<file path="src/rtl/sd_ctrl_fsm_if.sv">
// Handshake/status bundle between the SD controller FSM and its start logic / cmd / data engines.
interface sd_ctrl_fsm_if #(
  parameter int ADDR_W = 23
);
  logic              istart;
  logic [ADDR_W-1:0] iblk_count;
  logic              icmd_done;
  logic [31:0]       iresp;
  logic              idata_done;
  logic              idata_crc_fail;
  logic              iotp_ready;
  logic              osel_clk;
  logic              ogen_otp;
  logic              onew_otp;
  logic              ostart_cmd;
  logic [5:0]        oindex;
  logic [31:0]       oarg;
  logic              ostart_d;
  logic              obusy;
  logic              osuccess;
  logic              ofail;
  logic [2:0]        ofail_code;
  logic [ADDR_W-1:0] oblk_done;

  modport slave (
    input  istart, iblk_count, icmd_done, iresp, idata_done, idata_crc_fail, iotp_ready,
    output osel_clk, ogen_otp, onew_otp, ostart_cmd, oindex, oarg, ostart_d,
           obusy, osuccess, ofail, ofail_code, oblk_done
  );

  modport master (
    output istart, iblk_count, icmd_done, iresp, idata_done, idata_crc_fail, iotp_ready,
    input  osel_clk, ogen_otp, onew_otp, ostart_cmd, oindex, oarg, ostart_d,
           obusy, osuccess, ofail, ofail_code, oblk_done
  );
endinterface

</file>
<file path="src/rtl/sd_ctrl_fsm.sv">
// SD controller FSM: card init, bus-width switch, then read-OTP-write over a block range with retries and watchdog.
// Optional ACMD41 busy polling is enabled by defining SD_ACMD41_POLL_EN.
module sd_ctrl_fsm #(
  parameter int ADDR_W     = 23,
  parameter int MAX_RETRY  = 3,
  parameter int TO_CYCLES  = 65535,
  parameter int BUS4       = 1,
  parameter int INIT_TRIES = 1000
) (
  input logic         iclk,
  input logic         irst_n,
  sd_ctrl_fsm_if.slave bus
);

  localparam int WD_W = $clog2(TO_CYCLES + 1);

  typedef enum logic [5:0] {
    S_IDLE   = 6'd0,
    S_CMD2   = 6'd2,
    S_CMD3   = 6'd3,
    S_ACMD6  = 6'd6,
    S_CMD7   = 6'd7,
    S_CMD15  = 6'd15,
    S_CMD17  = 6'd17,
    S_READ   = 6'd19,
    S_WRITE  = 6'd20,
    S_CMD24  = 6'd24,
    S_ACMD41 = 6'd41,
    S_CMD55  = 6'd55
  } state_t;

  state_t            r_state, w_next;
  logic [ADDR_W-1:0] r_cnt, r_addr, r_blk_done;
  logic [15:0]       r_rca;
  logic [3:0]        r_retry, w_retry_plus;
  logic [WD_W-1:0]   r_wdog;
  logic              r_rd_ok, r_sel_clk, r_start_cmd, r_start_d;
  logic              r_success, r_fail;
  logic [2:0]        r_fail_code;

  logic        w_fail, w_run, w_succ, w_rca_ld, w_rd_ok_set;
  logic        w_retry_inc, w_retry_clr, w_blk_inc, w_change, w_is_cmd;
  logic [2:0]  w_code;
  logic [31:0] w_addr_arg;
  logic [ADDR_W-1:0] w_blk_plus;

`ifdef SD_ACMD41_POLL_EN
  localparam int PL_W = $clog2(INIT_TRIES + 1);
  logic [PL_W-1:0] r_poll;
  logic            w_poll_inc;
`endif

  assign w_retry_plus = r_retry + 4'd1;
  assign w_blk_plus   = r_blk_done + 1'b1;

  always_comb begin
    w_next      = r_state;
    w_fail      = 1'b0;
    w_code      = 3'd0;
    w_run       = 1'b0;
    w_succ      = 1'b0;
    w_rca_ld    = 1'b0;
    w_rd_ok_set = 1'b0;
    w_retry_inc = 1'b0;
    w_retry_clr = 1'b0;
    w_blk_inc   = 1'b0;
`ifdef SD_ACMD41_POLL_EN
    w_poll_inc  = 1'b0;
`endif
    case (r_state)
      S_IDLE: if (bus.istart) begin
        w_next = S_CMD55;
        w_run  = 1'b1;
      end
      S_CMD55: if (bus.icmd_done) begin
        if (!bus.iresp[5]) begin
          w_fail = 1'b1; w_code = 3'd1;
        end else begin
          w_next = r_sel_clk ? S_ACMD6 : S_ACMD41;
        end
      end
      S_ACMD41: if (bus.icmd_done) begin
        if (bus.iresp[31] && (bus.iresp[21] || bus.iresp[20])) begin
          w_next = S_CMD2;
`ifdef SD_ACMD41_POLL_EN
        end else if (!bus.iresp[31] && (r_poll != PL_W'(INIT_TRIES - 1))) begin
          w_next     = S_CMD55;
          w_poll_inc = 1'b1;
`endif
        end else begin
          w_fail = 1'b1; w_code = 3'd2;
        end
      end
      S_CMD2: if (bus.icmd_done) w_next = S_CMD3;
      S_CMD3: if (bus.icmd_done) begin
        w_next   = S_CMD7;
        w_rca_ld = 1'b1;
      end
      S_CMD7: if (bus.icmd_done) w_next = S_CMD55;
      S_ACMD6: if (bus.icmd_done) begin
        if (bus.iresp[12:9] == 4'd4) w_next = S_CMD17;
        else begin
          w_fail = 1'b1; w_code = 3'd3;
        end
      end
      S_CMD17: if (bus.icmd_done) w_next = bus.iresp[31] ? S_CMD15 : S_READ;
      S_CMD24: if (bus.icmd_done) w_next = S_WRITE;
      S_CMD15: if (bus.icmd_done) begin
        w_next = S_IDLE;
        w_succ = 1'b1;
      end
      S_READ: begin
        if (bus.idata_done) begin
          if (bus.idata_crc_fail) begin
            w_retry_inc = 1'b1;
            if (w_retry_plus == 4'(MAX_RETRY)) begin
              w_fail = 1'b1; w_code = 3'd4;
            end else begin
              w_next = S_CMD17;
            end
          end else begin
            w_rd_ok_set = 1'b1;
          end
        end else if (r_rd_ok && bus.iotp_ready) begin
          w_next      = S_CMD24;
          w_retry_clr = 1'b1;
        end
      end
      S_WRITE: if (bus.idata_done) begin
        if (bus.idata_crc_fail) begin
          w_retry_inc = 1'b1;
          if (w_retry_plus == 4'(MAX_RETRY)) begin
            w_fail = 1'b1; w_code = 3'd4;
          end else begin
            w_next = S_CMD24;
          end
        end else begin
          w_blk_inc   = 1'b1;
          w_retry_clr = 1'b1;
          w_next      = (w_blk_plus == r_cnt) ? S_CMD15 : S_CMD17;
        end
      end
      default: w_next = S_IDLE;
    endcase
    // Watchdog only fires when no data/cmd event was consumed this cycle
    if (r_state != S_IDLE && w_next == r_state && !w_fail && !w_rd_ok_set && !r_rd_ok
        && r_wdog == WD_W'(TO_CYCLES - 1)) begin
      w_fail = 1'b1; w_code = 3'd5;
    end
    if (w_fail) w_next = S_IDLE;
  end

  assign w_change = (w_next != r_state);
  assign w_is_cmd = (w_next != S_IDLE) && (w_next != S_READ) && (w_next != S_WRITE);

  always_ff @(posedge iclk or negedge irst_n) begin
    if (!irst_n) begin
      r_state     <= S_IDLE;
      r_cnt       <= '0;
      r_addr      <= '0;
      r_blk_done  <= '0;
      r_rca       <= '0;
      r_retry     <= '0;
      r_wdog      <= '0;
      r_rd_ok     <= 1'b0;
      r_sel_clk   <= 1'b0;
      r_start_cmd <= 1'b0;
      r_start_d   <= 1'b0;
      r_success   <= 1'b0;
      r_fail      <= 1'b0;
      r_fail_code <= 3'd0;
    end else begin
      r_state     <= w_next;
      r_start_cmd <= w_change && w_is_cmd;
      r_start_d   <= w_change && (w_next == S_CMD17 || w_next == S_WRITE);
      if (w_change && w_next == S_CMD7) r_sel_clk <= 1'b1;
      else if (w_change && w_next == S_IDLE) r_sel_clk <= 1'b0;
      if (w_change || r_state == S_IDLE) r_wdog <= '0;
      else if (!r_rd_ok) r_wdog <= r_wdog + 1'b1;
      if (w_change) r_rd_ok <= 1'b0;
      else if (w_rd_ok_set) r_rd_ok <= 1'b1;
      if (w_run || w_retry_clr) r_retry <= '0;
      else if (w_retry_inc) r_retry <= w_retry_plus;
      if (w_rca_ld) r_rca <= bus.iresp[31:16];
      if (w_run) begin
        r_cnt       <= bus.iblk_count;
        r_addr      <= '0;
        r_blk_done  <= '0;
        r_success   <= 1'b0;
        r_fail      <= 1'b0;
        r_fail_code <= 3'd0;
      end else begin
        if (w_blk_inc) begin
          r_addr     <= r_addr + 1'b1;
          r_blk_done <= w_blk_plus;
        end
        if (w_succ) r_success <= 1'b1;
        if (w_fail) begin
          r_fail <= 1'b1;
          if (!r_fail) r_fail_code <= w_code;
        end
      end
    end
  end

`ifdef SD_ACMD41_POLL_EN
  always_ff @(posedge iclk or negedge irst_n) begin
    if (!irst_n)         r_poll <= '0;
    else if (w_run)      r_poll <= '0;
    else if (w_poll_inc) r_poll <= r_poll + 1'b1;
  end
`endif

  always_comb begin
    w_addr_arg = '0;
    w_addr_arg[ADDR_W+8:9] = r_addr;
  end

  always_comb begin
    case (r_state)
      S_CMD55:          bus.oarg = {(r_sel_clk ? r_rca : 16'h0), 16'hFFFF};
      S_ACMD41:         bus.oarg = 32'h8030_0000;
      S_CMD7, S_CMD15:  bus.oarg = {r_rca, 16'hFFFF};
      S_ACMD6:          bus.oarg = (BUS4 != 0) ? 32'h0000_0002 : 32'h0000_0000;
      S_CMD17, S_CMD24: bus.oarg = w_addr_arg;
      default:          bus.oarg = 32'hFFFF_FFFF;
    endcase
  end

  assign bus.oindex     = r_state;
  assign bus.osel_clk   = r_sel_clk;
  assign bus.ogen_otp   = (r_state == S_READ);
  assign bus.onew_otp   = (r_state == S_IDLE);
  assign bus.obusy      = (r_state != S_IDLE);
  assign bus.ostart_cmd = r_start_cmd;
  assign bus.ostart_d   = r_start_d;
  assign bus.osuccess   = r_success;
  assign bus.ofail      = r_fail;
  assign bus.ofail_code = r_fail_code;
  assign bus.oblk_done  = r_blk_done;

endmodule
</file>
<file path="src/flat_wrapper.sv">
// flat-port wrapper written by rule: the top's interface ports become plain ports
module sd_ctrl_fsm_flat 
#(
  parameter int ADDR_W     = 23,
  parameter int MAX_RETRY  = 3,
  parameter int TO_CYCLES  = 65535,
  parameter int BUS4       = 1,
  parameter int INIT_TRIES = 1000
)
  (iclk, irst_n, bus_istart, bus_iblk_count, bus_icmd_done, bus_iresp, bus_idata_done, bus_idata_crc_fail, bus_iotp_ready, bus_osel_clk, bus_ogen_otp, bus_onew_otp, bus_ostart_cmd, bus_oindex, bus_oarg, bus_ostart_d, bus_obusy, bus_osuccess, bus_ofail, bus_ofail_code, bus_oblk_done);
  sd_ctrl_fsm_if #(.ADDR_W(ADDR_W)) bus_i ();
  input logic iclk;
  input logic irst_n;
  input wire logic [$bits(bus_i.istart)-1:0] bus_istart;
  input wire logic [$bits(bus_i.iblk_count)-1:0] bus_iblk_count;
  input wire logic [$bits(bus_i.icmd_done)-1:0] bus_icmd_done;
  input wire logic [$bits(bus_i.iresp)-1:0] bus_iresp;
  input wire logic [$bits(bus_i.idata_done)-1:0] bus_idata_done;
  input wire logic [$bits(bus_i.idata_crc_fail)-1:0] bus_idata_crc_fail;
  input wire logic [$bits(bus_i.iotp_ready)-1:0] bus_iotp_ready;
  output wire logic [$bits(bus_i.osel_clk)-1:0] bus_osel_clk;
  output wire logic [$bits(bus_i.ogen_otp)-1:0] bus_ogen_otp;
  output wire logic [$bits(bus_i.onew_otp)-1:0] bus_onew_otp;
  output wire logic [$bits(bus_i.ostart_cmd)-1:0] bus_ostart_cmd;
  output wire logic [$bits(bus_i.oindex)-1:0] bus_oindex;
  output wire logic [$bits(bus_i.oarg)-1:0] bus_oarg;
  output wire logic [$bits(bus_i.ostart_d)-1:0] bus_ostart_d;
  output wire logic [$bits(bus_i.obusy)-1:0] bus_obusy;
  output wire logic [$bits(bus_i.osuccess)-1:0] bus_osuccess;
  output wire logic [$bits(bus_i.ofail)-1:0] bus_ofail;
  output wire logic [$bits(bus_i.ofail_code)-1:0] bus_ofail_code;
  output wire logic [$bits(bus_i.oblk_done)-1:0] bus_oblk_done;
  assign bus_i.istart = bus_istart;
  assign bus_i.iblk_count = bus_iblk_count;
  assign bus_i.icmd_done = bus_icmd_done;
  assign bus_i.iresp = bus_iresp;
  assign bus_i.idata_done = bus_idata_done;
  assign bus_i.idata_crc_fail = bus_idata_crc_fail;
  assign bus_i.iotp_ready = bus_iotp_ready;
  assign bus_osel_clk = bus_i.osel_clk;
  assign bus_ogen_otp = bus_i.ogen_otp;
  assign bus_onew_otp = bus_i.onew_otp;
  assign bus_ostart_cmd = bus_i.ostart_cmd;
  assign bus_oindex = bus_i.oindex;
  assign bus_oarg = bus_i.oarg;
  assign bus_ostart_d = bus_i.ostart_d;
  assign bus_obusy = bus_i.obusy;
  assign bus_osuccess = bus_i.osuccess;
  assign bus_ofail = bus_i.ofail;
  assign bus_ofail_code = bus_i.ofail_code;
  assign bus_oblk_done = bus_i.oblk_done;
  sd_ctrl_fsm #(.ADDR_W(ADDR_W), .MAX_RETRY(MAX_RETRY), .TO_CYCLES(TO_CYCLES), .BUS4(BUS4), .INIT_TRIES(INIT_TRIES)) u_core (.iclk(iclk), .irst_n(irst_n), .bus(bus_i));
endmodule
</file>
<file path="config.mk">
export PLATFORM = sky130hd
export DESIGN_NAME = sd_ctrl_fsm_flat
export DESIGN_NICKNAME = d
export VERILOG_FILES = /design/src/rtl/sd_ctrl_fsm_if.sv /design/src/rtl/sd_ctrl_fsm.sv /design/src/flat_wrapper.sv
export SDC_FILE = /design/constraint.sdc
export NUM_CORES = 1
export LEC_CHECK = 0
export CAP_MARGIN = 10
export CELL_PAD_IN_SITES_DETAIL_PLACEMENT = 0
export CELL_PAD_IN_SITES_GLOBAL_PLACEMENT = 1
export CORE_MARGIN = 8
export CORE_UTILIZATION = 44
export DETAILED_ROUTE_END_ITERATION = 10
export PLACE_DENSITY_LB_ADDON = 0.1
export SLEW_MARGIN = 20
export SYNTH_ARGS = -nofsm -noshare
export SYNTH_HDL_FRONTEND = slang
export SYNTH_SLANG_ARGS = --single-unit
</file>
<file path="constraint.sdc">
create_clock -name iclk -period 8.4 [get_ports iclk]
set_input_delay 0.84 -clock iclk [delete_from_list [all_inputs] [get_ports iclk]]
set_output_delay 0.84 -clock iclk [all_outputs]
set_load 0.005 [all_outputs]
</file>
==> impl_results.md, run 1 <==
- Mapped Area: 7680 um2
- WL/cell: 19.1 um
- Boundary pin count: 134
- Met3 WL: 1.47 mm
- Synth warn: 0
- Postcts setup bufs: 0
- Peak supply drop: 178 uV
- Crit start category: flop
- Highest metal used: met4
- Slew margin rel.: 35.1%
- Pwr per Cell Area: 282 nW/um2
- Core Region: 17200 um2
- Chip Height: 148 um
- Unrepaired setup endpoints after global routing: no
- CTS buffer count: 17
- Number of flops mapped to enable cells by yosys: 0
- Final-report setup violation count: 0
- CP Data Arrival Time: 3.76 ns
- Synthesized instance count: 868
- Critical Path RT: 7.56 ns
- Final Hold Slack: 0.494 ns
- Starting Density: 44.7%
- Final Hold Fails: 0
- RR Endpoint: u_core.r_wdog[4]
- R2R Setup Slk: 4.39 ns
- Kind of end point of the critical path: output port
- Vias: 6850
- Vias in the first global route: 6907
- Max Root-Sink Buffers: 2
- Worst Path Max Fanout: 18
- Total Wirelength: 22.8 mm
- CTS tree: built
- PostCTS Resize Cnt: 0
- H-tree depth: 4
- Hold Crit Class: flop to flop
- Area Overhead vs Synth: 24.4%
- Wire length of the first global-routing pass: 37.3 mm
- Syn_nets: 936
- Achievable Freq: 217 MHz
- DR vias/cell: 5.74
- Max Cap Viol: 0
- Routed met2 length: 10.7 mm
- Grt total ovfl: 0
- Yosys reg bits: 120
- Area of the multi-input gates: 4310 um2
- Ys flop type: dfrtp_1
- Max Clock Skew: 0.00977 ns
- DP HPWL: 16.1 mm
- Initial DRC count: 447
- Final worst path period share: 54.8%
- Fraction of registers with async set/reset: 100%
- CTS root buf: clkbuf_16
- Die Wd: 148 um
- ANT nets after route: 0
- Minimum clock period: 4.60 ns
- DR DRC count: 0
- Design area: 9560 um2
- Total negative slack: 0 ns
- Status: completed
- Syn avg cell area: 8.85 um2
- CTS Hold Buffers Added: 0
- Net count, final: 1024
- GP Congestion: 0.860
- CTS Sinks: 120
- Site Rows: 48
- Sequential-to-total area share from yosys stat: 39.1%
- Hold Crit Depth: 2
- Hold path endpoint: u_core.r_cnt[20]
- Dpl cell area: 8920 um2
- Reg2reg start: u_core.bus.oindex[2]
- Clock latency at the later pin of the worst-skew pair: 0.41 ns
- Worst slew pin tran: 0.967 ns
- Post-layout util: 55.6%
- Max-slew violations: 0
- Die footprint: 21900 um2
- Tot GR Track Use: 21.1%
- Worst reg-to-reg path cell count: 11
- Detailed-routing wirelength on met1: 10.4 mm
- Largest net degree at the start of global routing: 73
- ANT cells: 0
- Antenna violations before repair: 0
- Fillers: 1547
- Hold_sp: u_core.r_cnt[20]
- I/O Buffers: 122
- Crit Path Class: flop to output port
- First-pass DRT Iterations: 5
- Leak: 3.98 nW
- Post-synthesis cell type count: 86
- Sequential cell area: 3000 um2
- Clk pin slew, worst setup/hold paths: 0.06 ns
- Share of layout cells above drive strength 1: 10.2%
## final cells by class
type / count / area share (%)
Multi-Input combinational cell: 671 / 45.0
Sequential cell: 120 / 31.4
Timing Repair Buffer: 127 / 13.1
Clock buffer: 18 / 4.49
Tap cell: 225 / 2.95
Clock inverter: 14 / 2.08
Inverter: 19 / 0.877
## worst max-delay path by stage
stage                         startpoint                     to  slack, ns  cells past startpoint
floorplan                  bus_iresp[10]    u_core.bus.ostart_d       5.10                     10
global placement           bus_iresp[10]  u_core.bus.ostart_cmd       3.84                     11
detailed placement         bus_iresp[10]  u_core.bus.ostart_cmd       3.85                     11
CTS                 u_core.bus.oindex[4]            bus_oarg[1]       3.79                      9
global route        u_core.bus.oindex[4]            bus_oarg[1]       3.61                      9
finish              u_core.bus.oindex[4]            bus_oarg[1]       3.80                      9
## worst max-delay path, stage by stage, from the launching register on
cell	delay, ns
dfrtp_1	0.80
or3b_1	0.47
nor2_1	0.15
a21oi_1	0.06
nor2_1	0.10
a21oi_1	0.05
buf_4	0.23
or3_1	0.63
or2_2	0.40
clkdlybuf4s50_1	0.45
## power breakdown
part | total [mW] | switching, mW | internal (mW)
sequential | 0.837 | 0.144 | 0.694
combinational | 1.09 | 0.571 | 0.515
clock | 0.772 | 0.273 | 0.498
## sequential cells by signal, summed over array words and instances, names as in the netlist, 3 cells and up
signal and cells:
u_core.r_cnt 23, u_core.bus.ofail_code 3, u_core.r_rca 16, u_core.r_wdog 16, u_core.bus.oindex 6, u_core.bus.oblk_done 23
u_core.r_addr 23, u_core.r_retry 4
## Yosys cell counts (8+ instances only)
| master | count | area share, % |
|---|---|---|
| nand2_1 | 130 | 6.4 |
| and4_1 | 8 | 0.91 |
| nor2b_1 | 8 | 0.65 |
| xor2_1 | 34 | 3.9 |
| o21ai_0 | 46 | 3.0 |
| buf_4 | 12 | 1.2 |
| buf_2 | 9 | 0.59 |
| nor3_1 | 18 | 1.2 |
| clkbuf_1 | 26 | 1.3 |
| a21oi_1 | 23 | 1.5 |
| a21o_1 | 10 | 0.98 |
| nor4_1 | 8 | 0.65 |
| or3_1 | 9 | 0.73 |
| and3_1 | 16 | 1.3 |
| nor2_1 | 85 | 4.2 |
| o31ai_1 | 9 | 0.88 |
| o21a_1 | 8 | 0.78 |
| nor2_2 | 10 | 0.81 |
| xnor2_1 | 37 | 4.2 |
| nand4_1 | 26 | 2.1 |
| nand2b_1 | 12 | 0.98 |
| nand3_1 | 23 | 1.5 |
| dfrtp_1 | 120 | 39 |
| a221o_1 | 17 | 2.2 |
| mux2_2 | 16 | 2.3 |
| inv_1 | 18 | 0.88 |
## layer usage
| metal | vias up | track usage [%] |
|---|---|---|
| met5 | - | 0 |
| met4 | 0 | 5.35 |
| met3 | 19 | 6.32 |
| met2 | 195 | 33.5 |
| met1 | 3374 | 27.4 |
| li1 | 3262 | - |
## metrics by stage
stage	total power, mW	instances	setup slack [ns]
after floorplan	1.52	868	5.10
after detailed placement	1.93	1162	3.85
final	2.70	1194	3.80
after global placement	1.92	1162	3.84
after global routing	2.87	1194	3.61
after CTS	2.72	1194	3.79
## cells by family after synthesis
family,Yosys count,share of synthesized area (%)
xor+xnor,71,8.09
fa+ha+maj,6,0.977
compound gates,169,16.0
buf+inv,77,5.06
simple gates,404,27.8
mux,21,3.00
flops,120,39.1
## cell usage in the layout, fill, tap and decap left out, drive strengths merged, types with 8 or more instances in the layout
| cell type | synthesis | final |
|---|---|---|
| nor3 | 20 | 20 |
| xor2 | 34 | 34 |
| mux2 | 16 | 16 |
| and4 | 8 | 8 |
| nor4 | 10 | 10 |
| o21a | 8 | 8 |
| nor2 | 95 | 95 |
| nand4 | 26 | 26 |
| clkdlybuf4s50 | 0 | 121 |
| a21o | 10 | 10 |
| a21oi | 23 | 23 |
| and3 | 18 | 18 |
| o21ai | 48 | 48 |
| inv | 18 | 19 |
| nand3 | 27 | 27 |
| nand2b | 12 | 12 |
| clkinv | 1 | 9 |
| o31ai | 9 | 9 |
| nor2b | 8 | 8 |
| or3 | 9 | 9 |
| nand2 | 131 | 131 |
| a221o | 17 | 17 |
| a31oi | 8 | 8 |
| xnor2 | 37 | 37 |
| clkbuf | 27 | 18 |
| dfrtp | 120 | 120 |
Note: power is estimated with default switching activity, not from simulation.
==> inputs of run 2 (changes only) <==
Settings changed: CORE_UTILIZATION 44 to 37.
Clock period 8.4 ns to 3.82 ns, I/O delays scaled along.
==> run 2 against run 1 <==
First-iteration DRC count rose by 4.9%; design area rose by 2.9%; power rose by 120%; the flow now finishes with violations (negative hold slack); global-route usage fell by 2.9 points; via count fell by 1.5%; non-clock buffer count rose by 31.
==> impl_results.md, run 2 (synthesized netlist as in run 1, its figures left out) <==
- Minimum clock period: 3.57 ns
- Leak: 4.11 nW
- Crit start category: flop
- Max incr delay on CP: 0.53 ns
- Final worst path period share: 93.5%
- Fin worst setup slack: 0.247 ns
- Most common cell after layout, fill and taps aside: nand2_1
- CTS Sinks: 120
- Crit Path Class: flop to output port
- Vias in the first global route: 6819
- Fillers: 2002
- Final Hold Slack: -0.0217 ns
- Achievable Freq: 280 MHz
- Area Overhead vs Synth: 28.0%
- Clk pin slew, worst setup/hold paths: 0.06 ns
- Critical Path RT: 3.44 ns
- First-pass DRT Iterations: 5
- Peak supply drop: 327 uV
- Worst Path Max Fanout: 15
- Worst slew pin tran: 0.838 ns
- Boundary pin count: 134
- Status: finished with violations
- Core Region: 20300 um2
- Slew margin rel.: 44.0%
- Grt total ovfl: 0
- Site Rows: 52
- DR DRC count: 0
- Chip Height: 160 um
- Final-report setup violation count: 0
- CTS Hold Buffers Added: 0
- DR vias/cell: 5.31
- Most frequent cells in the layout: nand2_1 (130), clkdlybuf4s50_1 (121), dfrtp_1 (119)
- Worst slack, placed: 0.166 ns
- Crit path top cell by count: a21oi_1
- ANT cells: 0
- Die Wd: 160 um
- Failing checks: negative hold slack
- Clock latency at the later pin of the worst-skew pair: 0.43 ns
- WL/cell: 18.1 um
- CP Data Arrival Time: 3.19 ns
- Max Clock Skew: 0.0174 ns
- Total Wirelength: 23.0 mm
- Die footprint: 25600 um2
- Wire length of the first global-routing pass: 37.8 mm
- Non-Filler Instances: 1270
- Crit-path cells: buf_4 > nor4b_2 > a21oi_1 > a21oi_1 > a21oi_1 > or3_1 > buf_4 > a21o_1 > clkdlybuf4s50_1
- I/O Buffers: 122
- ANT nets after route: 0
- Max-slew violations: 0
- DP HPWL: 16.6 mm
- CTS buffer count: 17
- Crit-path slowest cell: dfrtp_1
- Vias: 6749
- Placed cells: 1237
- Starting Density: 37.9%
- GP Congestion: 0.842
- H-tree depth: 4
- Kind of end point of the critical path: output port
- Initial DRC count: 469
- Antenna violations before repair: 0
- Share of layout cells above drive strength 1: 13.5%
- Net count, final: 1055
- CTS tree: built
- Total negative slack: 0 ns
- Final Hold Fails: 4
- Max Cap Viol: 0
- Max Root-Sink Buffers: 2
- Largest net degree at the start of global routing: 72
- Pwr per Cell Area: 607 nW/um2
- Tot GR Track Use: 18.2%
- CTS root buf: clkbuf_16
- Hold Crit Class: primary input to asynchronous set/reset pin
- Unrepaired setup endpoints after global routing: no
-- run 2: cell types whose count changed in the layout (fill, tap and decap cells not counted), sizes merged --
cell	previous run	this run
clkinvlp	1	3
buf	6	37
clkbuf	18	17
bufinv	4	2
inv	19	23
clkinv	9	6
-- run 2: per-stage QoR --
stage	util, %	power, mW	cell area, um2
6_report	48.4	5.97	9830
5_1_grt	48.4	6.37	9830
4_1_cts	48.3	6.04	9810
3_5_place_dp	45.4	4.36	9220
3_3_place_gp	45.4	4.37	9220
2_1_floorplan	-	3.33	7680
-- run 2: layout make-up --
cell class / instances / area, um2 / share of cell area, %
clock buffer: 17 / 425 / 4.33
inverter: 19 / 83.8 / 0.853
multi-input combinational: 671 / 4310 / 43.8
clock inverter: 15 / 169 / 1.72
sequential: 120 / 3000 / 30.6
tap: 270 / 338 / 3.44
timing repair buffer: 158 / 1500 / 15.3
-- run 2: critical path, delay by kind of cell, from the launching register on --
family	cells	cell delay [ns]
buffers and inverters	3	0.91
and+or+nand+nor	2	0.84
DFF	1	0.53
AOI/OAI and AO/OA	4	0.49
-- run 2: path summary, 6_finish.rpt --
| path | from | cells after the start | end | slack, ns |
|---|---|---|---|---|
| setup / recovery | u_core.bus.oindex[4] | 9 | bus_oarg[11] | 0.25 |
| hold / removal | irst_n | 1 | u_core.r_cnt[5] | -0.02 |
| setup reg to reg | u_core.bus.oblk_done[0] | 13 | u_core.r_wdog[8] | 0.30 |
| hold reg to reg | u_core.r_cnt[16] | 2 | u_core.r_cnt[16] | 0.50 |
| max in group asynchronous | irst_n | 2 | u_core.r_rca[4] | 2.99 |
| min in group iclk | bus_iblk_count[8] | 3 | u_core.r_cnt[8] | 0.47 |
-- run 2: per-layer routing --
| layer | global-route usage, % | vias to the layer above | part of all wire (%) |
|---|---|---|---|
| met5 | 0 | - | 0 |
| met4 | 4.93 | 0 | 1.4 |
| met3 | 5.86 | 19 | 5.6 |
| met2 | 27.1 | 141 | 44 |
| met1 | 24.8 | 3262 | 49 |
| li1 | - | 3327 | - |
-- run 2: report_power, final --
group	switching [mW]	internal, mW	leakage, nW
Combinational	1.32	1.23	2.22
Clock	0.657	0.974	0.283
Sequential	0.255	1.53	1.61
-- run 2: repair_timing --
action                                  4_1_cts  5_1_grt
setup buffers                                 0        1
endpoints found under the setup margin        0       23
resized for setup                             0        3
